File: src/rtl/text_overlay_pkg.sv
// rtl/text_overlay_pkg.sv - shared constants and types for the text overlay engine
package text_overlay_pkg;
  localparam int GLYPH_W    = 8;
  localparam int GLYPH_H    = 16;
  localparam int ASCII_W    = 7;
  localparam int ATTR_W     = 2;
  localparam int CELL_W     = ASCII_W + ATTR_W;
  localparam logic [ASCII_W-1:0] CHAR_SPACE = 7'h20;
  localparam int ATTR_FGSEL = 0;
  localparam int ATTR_BLINK = 1;
  localparam int PIPE_LAT   = 3;

  localparam logic [0:0] ST_IDLE  = 1'b0;
  localparam logic [0:0] ST_CLEAR = 1'b1;

  typedef enum logic [0:0] {
    IDLE  = ST_IDLE,
    CLEAR = ST_CLEAR
  } state_e;
endpackage

File: src/rtl/char_buffer_ram.sv
// rtl/char_buffer_ram.sv - simple dual-port character cell RAM, synchronous read-first
module char_buffer_ram
  import text_overlay_pkg::*;
#(
  parameter int DEPTH = 320,
  parameter int AW    = 9,
  parameter int DW    = CELL_W
) (
  input  logic          clk,
  input  logic          i_we,
  input  logic [AW-1:0] i_waddr,
  input  logic [DW-1:0] i_wdata,
  input  logic [AW-1:0] i_raddr,
  output logic [DW-1:0] o_rdata
);
  logic [DW-1:0] r_mem [DEPTH];
  logic [DW-1:0] r_rdata;

  // Read samples the old contents when the same cell is written this edge.
  always_ff @(posedge clk) begin
    if (i_we) r_mem[i_waddr] <= i_wdata;
    r_rdata <= r_mem[i_raddr];
  end

  assign o_rdata = r_rdata;
endmodule

File: src/rtl/text_overlay_engine.sv
// rtl/text_overlay_engine.sv - character-cell text overlay with buffer clear FSM and 3-stage pixel pipe
module text_overlay_engine
  import text_overlay_pkg::*;
#(
  parameter int          COLS       = 40,
  parameter int          ROWS       = 8,
  parameter int          ORIGIN_X   = 80,
  parameter int          ORIGIN_Y   = 80,
  parameter int          SCALE_LOG2 = 0,
  parameter logic [11:0] FG0        = 12'hFFF,
  parameter logic [11:0] FG1        = 12'hF00,
  parameter logic [11:0] BG         = 12'h008
) (
  input  logic        clk,
  input  logic        reset,
  input  logic [9:0]  x,
  input  logic [9:0]  y,
  input  logic        video_on,
  input  logic        hsync_in,
  input  logic        vsync_in,
  output logic        hsync_out,
  output logic        vsync_out,
  output logic [11:0] rgb,
  output logic [10:0] rom_addr,
  input  logic [7:0]  rom_data,
  input  logic        wr_valid,
  output logic        wr_ready,
  input  logic [4:0]  wr_row,
  input  logic [6:0]  wr_col,
  input  logic [6:0]  wr_char,
  input  logic [1:0]  wr_attr,
  output logic        wr_err,
  input  logic        clr_start,
  output logic        busy
);
  localparam int NCELL = ROWS * COLS;
  localparam int AW    = (NCELL > 1) ? $clog2(NCELL) : 1;
  localparam int WIN_W = COLS * (GLYPH_W << SCALE_LOG2);
  localparam int WIN_H = ROWS * (GLYPH_H << SCALE_LOG2);
  localparam logic [AW-1:0] LAST_ADDR = AW'(NCELL - 1);
  localparam logic [4:0]    ROWS_L    = 5'(ROWS);
  localparam logic [6:0]    COLS_L    = 7'(COLS);

  state_e            r_state;
  logic [AW-1:0]     r_clr_ptr;
  logic              r_wr_err;
  logic [4:0]        r_frame_cnt;

  logic              w_wr_fire;
  logic              w_wr_in_range;
  logic [AW-1:0]     w_wr_addr;
  logic              w_ram_we;
  logic [AW-1:0]     w_ram_waddr;
  logic [CELL_W-1:0] w_ram_wdata;
  logic [AW-1:0]     w_ram_raddr;
  logic [CELL_W-1:0] w_ram_rdata;

  logic signed [10:0] w_dx;
  logic signed [10:0] w_dy;
  logic              w_in_win;
  logic              w_bit;
  logic              w_blink;
  logic              w_vs_fall;

  logic              r0_in_win, r0_video, r0_hs, r0_vs;
  logic [3:0]        r0_grow;
  logic [2:0]        r0_gcol;
  logic              r1_in_win, r1_video, r1_hs, r1_vs;
  logic [2:0]        r1_gcol;
  logic [ATTR_W-1:0] r1_attr;
  logic [11:0]       r_rgb;
  logic              r_hs_out, r_vs_out;

  assign busy          = (r_state == CLEAR);
  assign wr_ready      = (r_state == IDLE);
  assign wr_err        = r_wr_err;
  assign w_wr_fire     = wr_valid && wr_ready;
  assign w_wr_in_range = (wr_row < ROWS_L) && (wr_col < COLS_L);
  assign w_wr_addr     = AW'(wr_row) * AW'(COLS) + AW'(wr_col);

  // The clear owns the write port; host writes only land while IDLE.
  assign w_ram_we    = busy || (w_wr_fire && w_wr_in_range);
  assign w_ram_waddr = busy ? r_clr_ptr : w_wr_addr;
  assign w_ram_wdata = busy ? {CHAR_SPACE, 2'b00} : {wr_char, wr_attr};

  always_ff @(posedge clk or negedge reset) begin
    if (!reset) begin
      r_state   <= CLEAR;
      r_clr_ptr <= '0;
      r_wr_err  <= 1'b0;
    end else begin
      r_wr_err <= w_wr_fire && !w_wr_in_range;
      if (r_state == CLEAR) begin
        if (r_clr_ptr == LAST_ADDR) begin
          r_state   <= IDLE;
          r_clr_ptr <= '0;
        end else begin
          r_clr_ptr <= r_clr_ptr + 1'b1;
        end
      end else if (clr_start) begin
        r_state   <= CLEAR;
        r_clr_ptr <= '0;
      end
    end
  end

  assign w_dx     = {1'b0, x} - 11'(ORIGIN_X);
  assign w_dy     = {1'b0, y} - 11'(ORIGIN_Y);
  assign w_in_win = !w_dx[10] && !w_dy[10] &&
                    (32'(w_dx[9:0]) < WIN_W) && (32'(w_dy[9:0]) < WIN_H);
  assign w_ram_raddr = w_in_win ?
      (AW'(w_dy[9:0] >> (4 + SCALE_LOG2)) * AW'(COLS) + AW'(w_dx[9:0] >> (3 + SCALE_LOG2))) : '0;

  char_buffer_ram #(
    .DEPTH (NCELL),
    .AW    (AW),
    .DW    (CELL_W)
  ) u_ram (
    .clk     (clk),
    .i_we    (w_ram_we),
    .i_waddr (w_ram_waddr),
    .i_wdata (w_ram_wdata),
    .i_raddr (w_ram_raddr),
    .o_rdata (w_ram_rdata)
  );

  assign rom_addr  = {w_ram_rdata[CELL_W-1:ATTR_W], r0_grow};
  assign w_bit     = rom_data[3'd7 - r1_gcol];
  assign w_blink   = r_frame_cnt[4];
  assign w_vs_fall = r1_vs && !r0_vs;

  always_ff @(posedge clk or negedge reset) begin
    if (!reset) begin
      r0_in_win   <= 1'b0;
      r0_video    <= 1'b0;
      r0_hs       <= 1'b0;
      r0_vs       <= 1'b0;
      r0_grow     <= '0;
      r0_gcol     <= '0;
      r1_in_win   <= 1'b0;
      r1_video    <= 1'b0;
      r1_hs       <= 1'b0;
      r1_vs       <= 1'b0;
      r1_gcol     <= '0;
      r1_attr     <= '0;
      r_rgb       <= '0;
      r_hs_out    <= 1'b0;
      r_vs_out    <= 1'b0;
      r_frame_cnt <= '0;
    end else begin
      r0_in_win <= w_in_win;
      r0_video  <= video_on;
      r0_hs     <= hsync_in;
      r0_vs     <= vsync_in;
      r0_grow   <= 4'(w_dy[9:0] >> SCALE_LOG2);
      r0_gcol   <= 3'(w_dx[9:0] >> SCALE_LOG2);

      r1_in_win <= r0_in_win;
      r1_video  <= r0_video;
      r1_hs     <= r0_hs;
      r1_vs     <= r0_vs;
      r1_gcol   <= r0_gcol;
      r1_attr   <= w_ram_rdata[ATTR_W-1:0];

      r_hs_out  <= r1_hs;
      r_vs_out  <= r1_vs;
      if (!r1_video)
        r_rgb <= '0;
      else if (r1_in_win && w_bit && !(r1_attr[ATTR_BLINK] && w_blink))
        r_rgb <= r1_attr[ATTR_FGSEL] ? FG1 : FG0;
      else
        r_rgb <= BG;

      if (w_vs_fall) r_frame_cnt <= r_frame_cnt + 5'd1;
    end
  end

  assign rgb       = r_rgb;
  assign hsync_out = r_hs_out;
  assign vsync_out = r_vs_out;
endmodule

File: config.mk
export PLATFORM = sky130hd
export DESIGN_NAME = text_overlay_engine
export DESIGN_NICKNAME = d
export VERILOG_FILES = /design/src/rtl/text_overlay_pkg.sv /design/src/rtl/char_buffer_ram.sv /design/src/rtl/text_overlay_engine.sv
export SDC_FILE = /design/constraint.sdc
export NUM_CORES = 2
export LEC_CHECK = 0
export ABC_AREA = 1
export ABC_CLOCK_PERIOD_IN_PS = 11500
export BUFFER_PORTS_ARGS = -buffer_cell sky130_fd_sc_hd__buf_4
export CAP_MARGIN = 20
export CORE_UTILIZATION = 35
export CTS_CLUSTER_DIAMETER = 80
export CTS_CLUSTER_SIZE = 28
export DETAILED_ROUTE_END_ITERATION = 7
export PLACE_DENSITY = 0.46
export SYNTH_ARGS = -nofsm -noshare
export SYNTH_HDL_FRONTEND = slang
export SYNTH_HIERARCHICAL = 1
export SYNTH_SLANG_ARGS = --single-unit
File: constraint.sdc
create_clock -name clk -period 11.5 [get_ports clk]
set_input_delay 0 -clock clk [delete_from_list [all_inputs] [get_ports clk]]
set_output_delay 0 -clock clk [all_outputs]
set_load 0.1 [all_outputs]
Word level (Yosys, flattened, before mapping)
Memories as Yosys holds them, arrays and structs flattened. A register that Yosys moved wholly into a read port is not among the register bits. Index checks and enable logic that the tools add are counted.

Memories kept: 1. Memory bits (writable): 2880. Logic and storage cells: 70. Output and inout bits: 28. Bits of input ports: 56. Register bits: 50.

Reductions and logical operators: 18. Multiply operators: 2. Order comparisons: 5. Multiplexer cells: 16. Add/sub/neg operators: 7. Equality and inequality tests: 1. Bitwise gates (word level): 1.

Memory list: u_ram.r_mem (depth 320, bits a word 9, read ports 1, clocked after memory_dff 1, wr ports 1, line char_buffer_ram.sv:16) `logic [DW-1:0] r_mem [DEPTH];`.

Operator list (count): 9-bit 2-to-1 mux (6); 12-bit 2-to-1 mux (2); 10-bit by 7-bit subtractor with 11-bit output (second input constant) (2); 9-bit by 7-bit adder with 9-bit output (2); 1-bit logical AND (11); 10-bit by 8-bit < comparator with 1-bit output (second input constant) (1); 10-bit by 9-bit < comparator with 1-bit output (second input constant) (1); 9-bit by 1-bit adder with 9-bit output (second input constant) (1); 9-bit equality test (second input constant) (1); 8-bit 2-to-1 mux (1); 7-bit by 6-bit < comparator with 1-bit output (second input constant) (1); 5-bit by 3-bit multiplier with 6-bit output (second input constant) (1); 6-bit by 3-bit multiplier with 6-bit output (second input constant) (1); 1-bit 2-to-1 mux (6); 5-bit by 1-bit adder with 5-bit output (second input constant) (1); 1-bit logical NOT (5); 5-bit by 4-bit < comparator with 1-bit output (second input constant) (1); 3-bit by 4-bit < comparator with 1-bit output (second input constant) (1); 1-bit binary-select mux with 3-bit select (1); 3-bit subtractor (first input constant) (1); 2-bit nonzero test (1); 1-bit logical OR (1); 1-bit NOT (1).

Longest topological paths before layout
Depth in word-level cells: 7. Gate-level depth with buffers: 25. Gate-level depth less buffers: 21.

Modules after synthesis
Netlist, hierarchy kept.

By module, submodules not included: char_buffer_ram (area each 116324.1 um^2, times used 1, cells each 9579, seq. area each 86663.1 um^2); text_overlay_engine (area each 2692.6 um^2, times used 1, cells each 338, seq. area each 1027.2 um^2).

Least setup slack after synthesis
Ideal clock, no wire load.

Path kind: reg2reg. Start point: register r_state (netlist: busy). End point: memory u_ram/r_mem[0][0] (netlist bit), data pin. Data arrival time: 8.359 ns. Setup time: 1.707 ns. Cell stages (with the launch flop): 4. Slack: 1.434 ns. Buffers on the path: 2. Required time: 9.793 ns. Clock period less this slack: 10.066 ns. Cell sequence: dfstp_2 -> buf_4 -> clkbuf_1 -> nor2_1.

Word-level cells in the longest chain between the ends: 1.

RTL lines: start, declared (line text_overlay_engine.sv:44) `state_e r_state;`; start signal, assigned (line text_overlay_engine.sv:88) `r_state <= CLEAR;`; start signal, assigned (line text_overlay_engine.sv:95) `r_state <= IDLE;`; start signal, assigned (line text_overlay_engine.sv:101) `r_state <= CLEAR;`; 9-bit 2-to-1 mux (line text_overlay_engine.sv:84) `assign w_ram_wdata = busy ? {CHAR_SPACE, 2'b00} : {wr_char, wr_attr};`; via w_ram_wdata[0] (line text_overlay_engine.sv:54) `logic [CELL_W-1:0] w_ram_wdata;`; end, declared (line char_buffer_ram.sv:16).

The timed path passes the listed nets, and every way through them passes these cells.

Worst setup path after layout
Start point: register r_state (netlist: busy). End point: memory u_ram/r_mem[299][7] (netlist bit), enable pin.

Elaborated cells on any way between the ends: 7. Those cells by class: 3 x mux; 1 x bitwise; 3 x reduce/logical.

RTL lines: 9-bit 2-to-1 mux (line text_overlay_engine.sv:83) `assign w_ram_waddr = busy ? r_clr_ptr : w_wr_addr;`; via w_ram_waddr[1] (line text_overlay_engine.sv:53) `logic [AW-1:0] w_ram_waddr;`.

The timed path passes the listed nets, and every way through them passes these cells.

==> flow_summary.yaml <==
outcome:
  status: "complete, no violations"
sta:
  finalClockSkew_ns: 0.0693
  finalHoldViolations: 0
  holdWs_ns: 0.111
  fin_crit_ns: 5.62
  totalNegativeSetupSlack_ns: 0
  fin_crit_sh_pct: 48.8
  max_freq_mhz: 178
  worst_pin_slew_ns: 1.17
  setup_viol: 0
  rsz0062_at_grt: "no"
  slew_headroom_pct: 21.9
  slew_violations: 0
pwr:
  p_per_area_mw_per_mm2: 157
  ir_worst_vdd_v: 0.000109
  p_leak_nw: 43.7
  power_mw: 20.4
logic_synthesis:
  synth_nets: 9997
  synth_xor_area_share_pct: 0.139
  synth_compound_area_share_pct: 2.09
  synth_cells: 9917
  synth_fa_ha_area_share_pct: 0.278
  synthArstFlopShare_pct: 1.40
  syn_area_mm2: 0.119
  synthFlopType: "edfxtp_1"
  synth_warnings: 6
  synth_edf_count: 2880
  avgSynthCellArea_um2: 12.0
  synthDistinctLibCells: 44
  synth-simple-area-share_pct: 20.6
  synth.area.mux_share_pct: 0.0179
  synth_top_family_by_area: "simple AND/OR/NAND/NOR gates"
  yosysSeqAreaShare_pct: 73.7
  ys_ff_latch: 2930
run:
  drv_cap: 0
global_routing:
  grt_usage_pct: 21.2
  grt_pass1_wl_um: 534000
  grt_pass1_vias: 73000
  grt_overflow_total: 0
  grt_max_degree: 220
  antenna_found_initial: 16
worst_setup_path:
  crit_type: "flop to flop"
  setup.worst_path.end_class: "flop"
  cp.arrival_ns: 6.10
  worstSetupStartpointType: "flop"
  required_ns: 11.98
  crit_path_cell_trace: "clkinv_1 > o21ai_0 > inv_1 > nor3_1 > nand2_4 > nor2_1"
  slowest_stage: "nor2_1"
  path_buf_inv: 2
  r2r_slack_ns: 5.88
  max_stage_delay_ns: 1.17
  crit_family: "simple AND/OR/NAND/NOR gates"
  crit_fanout: 20
floorplan:
  ioPinCount: 84
  core_mm2: 0.337
  dieArea_mm2: 0.342
  fp-row-count: 213
  dieHeight_um: 585
  die_x_um: 585
  start_util_pct: 35.3
clocking:
  clock_latency_ns: 0.90
  htree_levels: 4
  cts_root_buffer: "clkbuf_16"
  cts_tree: "yes"
  clock-sinks: 2930
  clk_pin_slew_ns: 0.10
  cts_buffer_depth: 4
  numCtsBuffers: 154
drt:
  drt-total-wl_um: 370000
  via_count: 76500
  drc: 0
  drt_iter0_markers: 8100
  m1WireLength_um: 164000
  via_per_inst: 5.35
  ant_nets: 0
  routedWlPerCell_um: 25.9
  wl_met2_um: 176000
  firstDrtPassIters: 6
  routed.top_layer: "met5"
  wl_met3_um: 21200
min_path:
  hp-class: "primary input to flop"
placement:
  gp_congestion: 0.800
  post_dp_cell_area_mm2: 0.123
  hpwl_um: 204000
  portBuffers: 83
layout:
  final_cell_mix: "2880 x edfxtp_1, 2558 x nand2_1, 2457 x nand3_1"
  nets: 9744
  finish.instance_area_mm2: 0.129
  final_common_cell: "edfxtp_1"
  syn2layout_area_growth_pct: 8.74
  layout-drive-gt1-share_pct: 5.64
-- tightest hold or removal path, stage by stage --
cell	delay [ns]
buf_4	0.08
nand2_1	0.09
nand2_1	0.12
nor2_1	0.05
nand2_1	0.07
nor2_1	0.09
nand2_1	0.08
inv_1	0.21
-- stage by stage --
| step | utilization, % | cells | worst slack [ns] |
|---|---|---|---|
| 2_1_floorplan | - | 9917 | 1.43 |
| 3_3_place_gp | 36.6 | 14000 | 5.12 |
| 3_5_place_dp | 36.6 | 14000 | 5.22 |
| 4_1_cts | 38.3 | 14300 | 5.80 |
| 5_1_grt | 38.4 | 14300 | 5.60 |
| 6_report | 38.4 | 14300 | 5.88 |
-- state kept, by name (all words and copies together) (netlist names), 2 cells and up --
signal,cells
u_ram/r_mem,2880
r_clr_ptr,9
u_ram/o_rdata,9
r_frame_cnt,5
r0_grow,4
r0_gcol,3
r1_gcol,3
rgb,3
r1_attr,2
-- routing by layer --
metal	global-route usage, %	up-vias
met5	0	-
met4	4.58	6
met3	2.64	352
met2	34.7	2307
met1	30.1	39000
li1	-	34800
-- Yosys cell counts, types with 2 or more instances --
library cell  instances  share of area [%]
edfxtp_1           2880                 73
nand2_1            2573                8.1
nand3_1            2457                 10
nor2_1              645                2.0
o21ai_0             300                1.3
clkbuf_1            243               0.77
buf_2               218               0.92
o22ai_1             147               0.77
buf_1               136               0.43
inv_1                77               0.24
buf_4                49               0.31
buf_6                41               0.39
dfrtp_1              40               0.84
ha_1                 20               0.21
dfxtp_1               9               0.15
nor3_1                9              0.038
xor2_1                9              0.066
xnor2_1               8              0.059
nand4_1               6              0.032
a21oi_1               5              0.021
clkinv_1              5              0.016
inv_2                 5              0.016
o21ai_1               5              0.021
fa_1                  4              0.067
buf_8                 3              0.038
nand2_2               3              0.016
nand3_2               2              0.017
nand3b_1              2              0.013
-- kinds of logic after synthesis --
| logic type | after synthesis |
|---|---|
| buf+inv | 780 |
| simple gates | 5703 |
| compound gates | 460 |
| xor+xnor | 18 |
| flops | 2930 |
| fa+ha+maj | 24 |
| mux | 2 |
-- final cells by class --
type	instances	area, µm²
Antenna cell	7	17.5
Clock buffer	165	3990
Clock inverter	98	1360
Fill cell	32300	208000
Inverter	89	384
Multi-Input combinational cell	6207	27800
Sequential cell	2930	87700
Tap cell	4515	5650
Timing Repair Buffer	282	2530
-- report_power, final --
part | leakage, nW | switching, mW | total, mW | internal, mW
combinational | 14.2 | 1.44 | 1.75 | 0.313
clock | 2.60 | 3.79 | 6.75 | 2.96
sequential | 27.0 | 0.0925 | 11.9 | 11.8
total | 43.7 | 5.32 | 20.4 | 15.1
-- final timing paths --
check | from | to | cells after the start
min in group asynchronous | reset | r_clr_ptr[2] | 4
worst max-delay path | busy | u_ram/r_mem[299][7] | 6
worst max register to register | busy | u_ram/r_mem[299][7] | 6
max in group asynchronous | reset | busy | 4
worst min register to register | r1_hs | hsync_out | 0
worst min-delay path | wr_col[0] | u_ram/r_mem[234][2] | 8
-- timing repair --
item                                    CTS  global route
resized for setup                         0             0
hold buffers                             44             0
hold endpoints to repair                609             0
endpoints found under the setup margin    0             0
setup buffers                             0             0
Note: power is estimated with default switching activity, not from simulation.
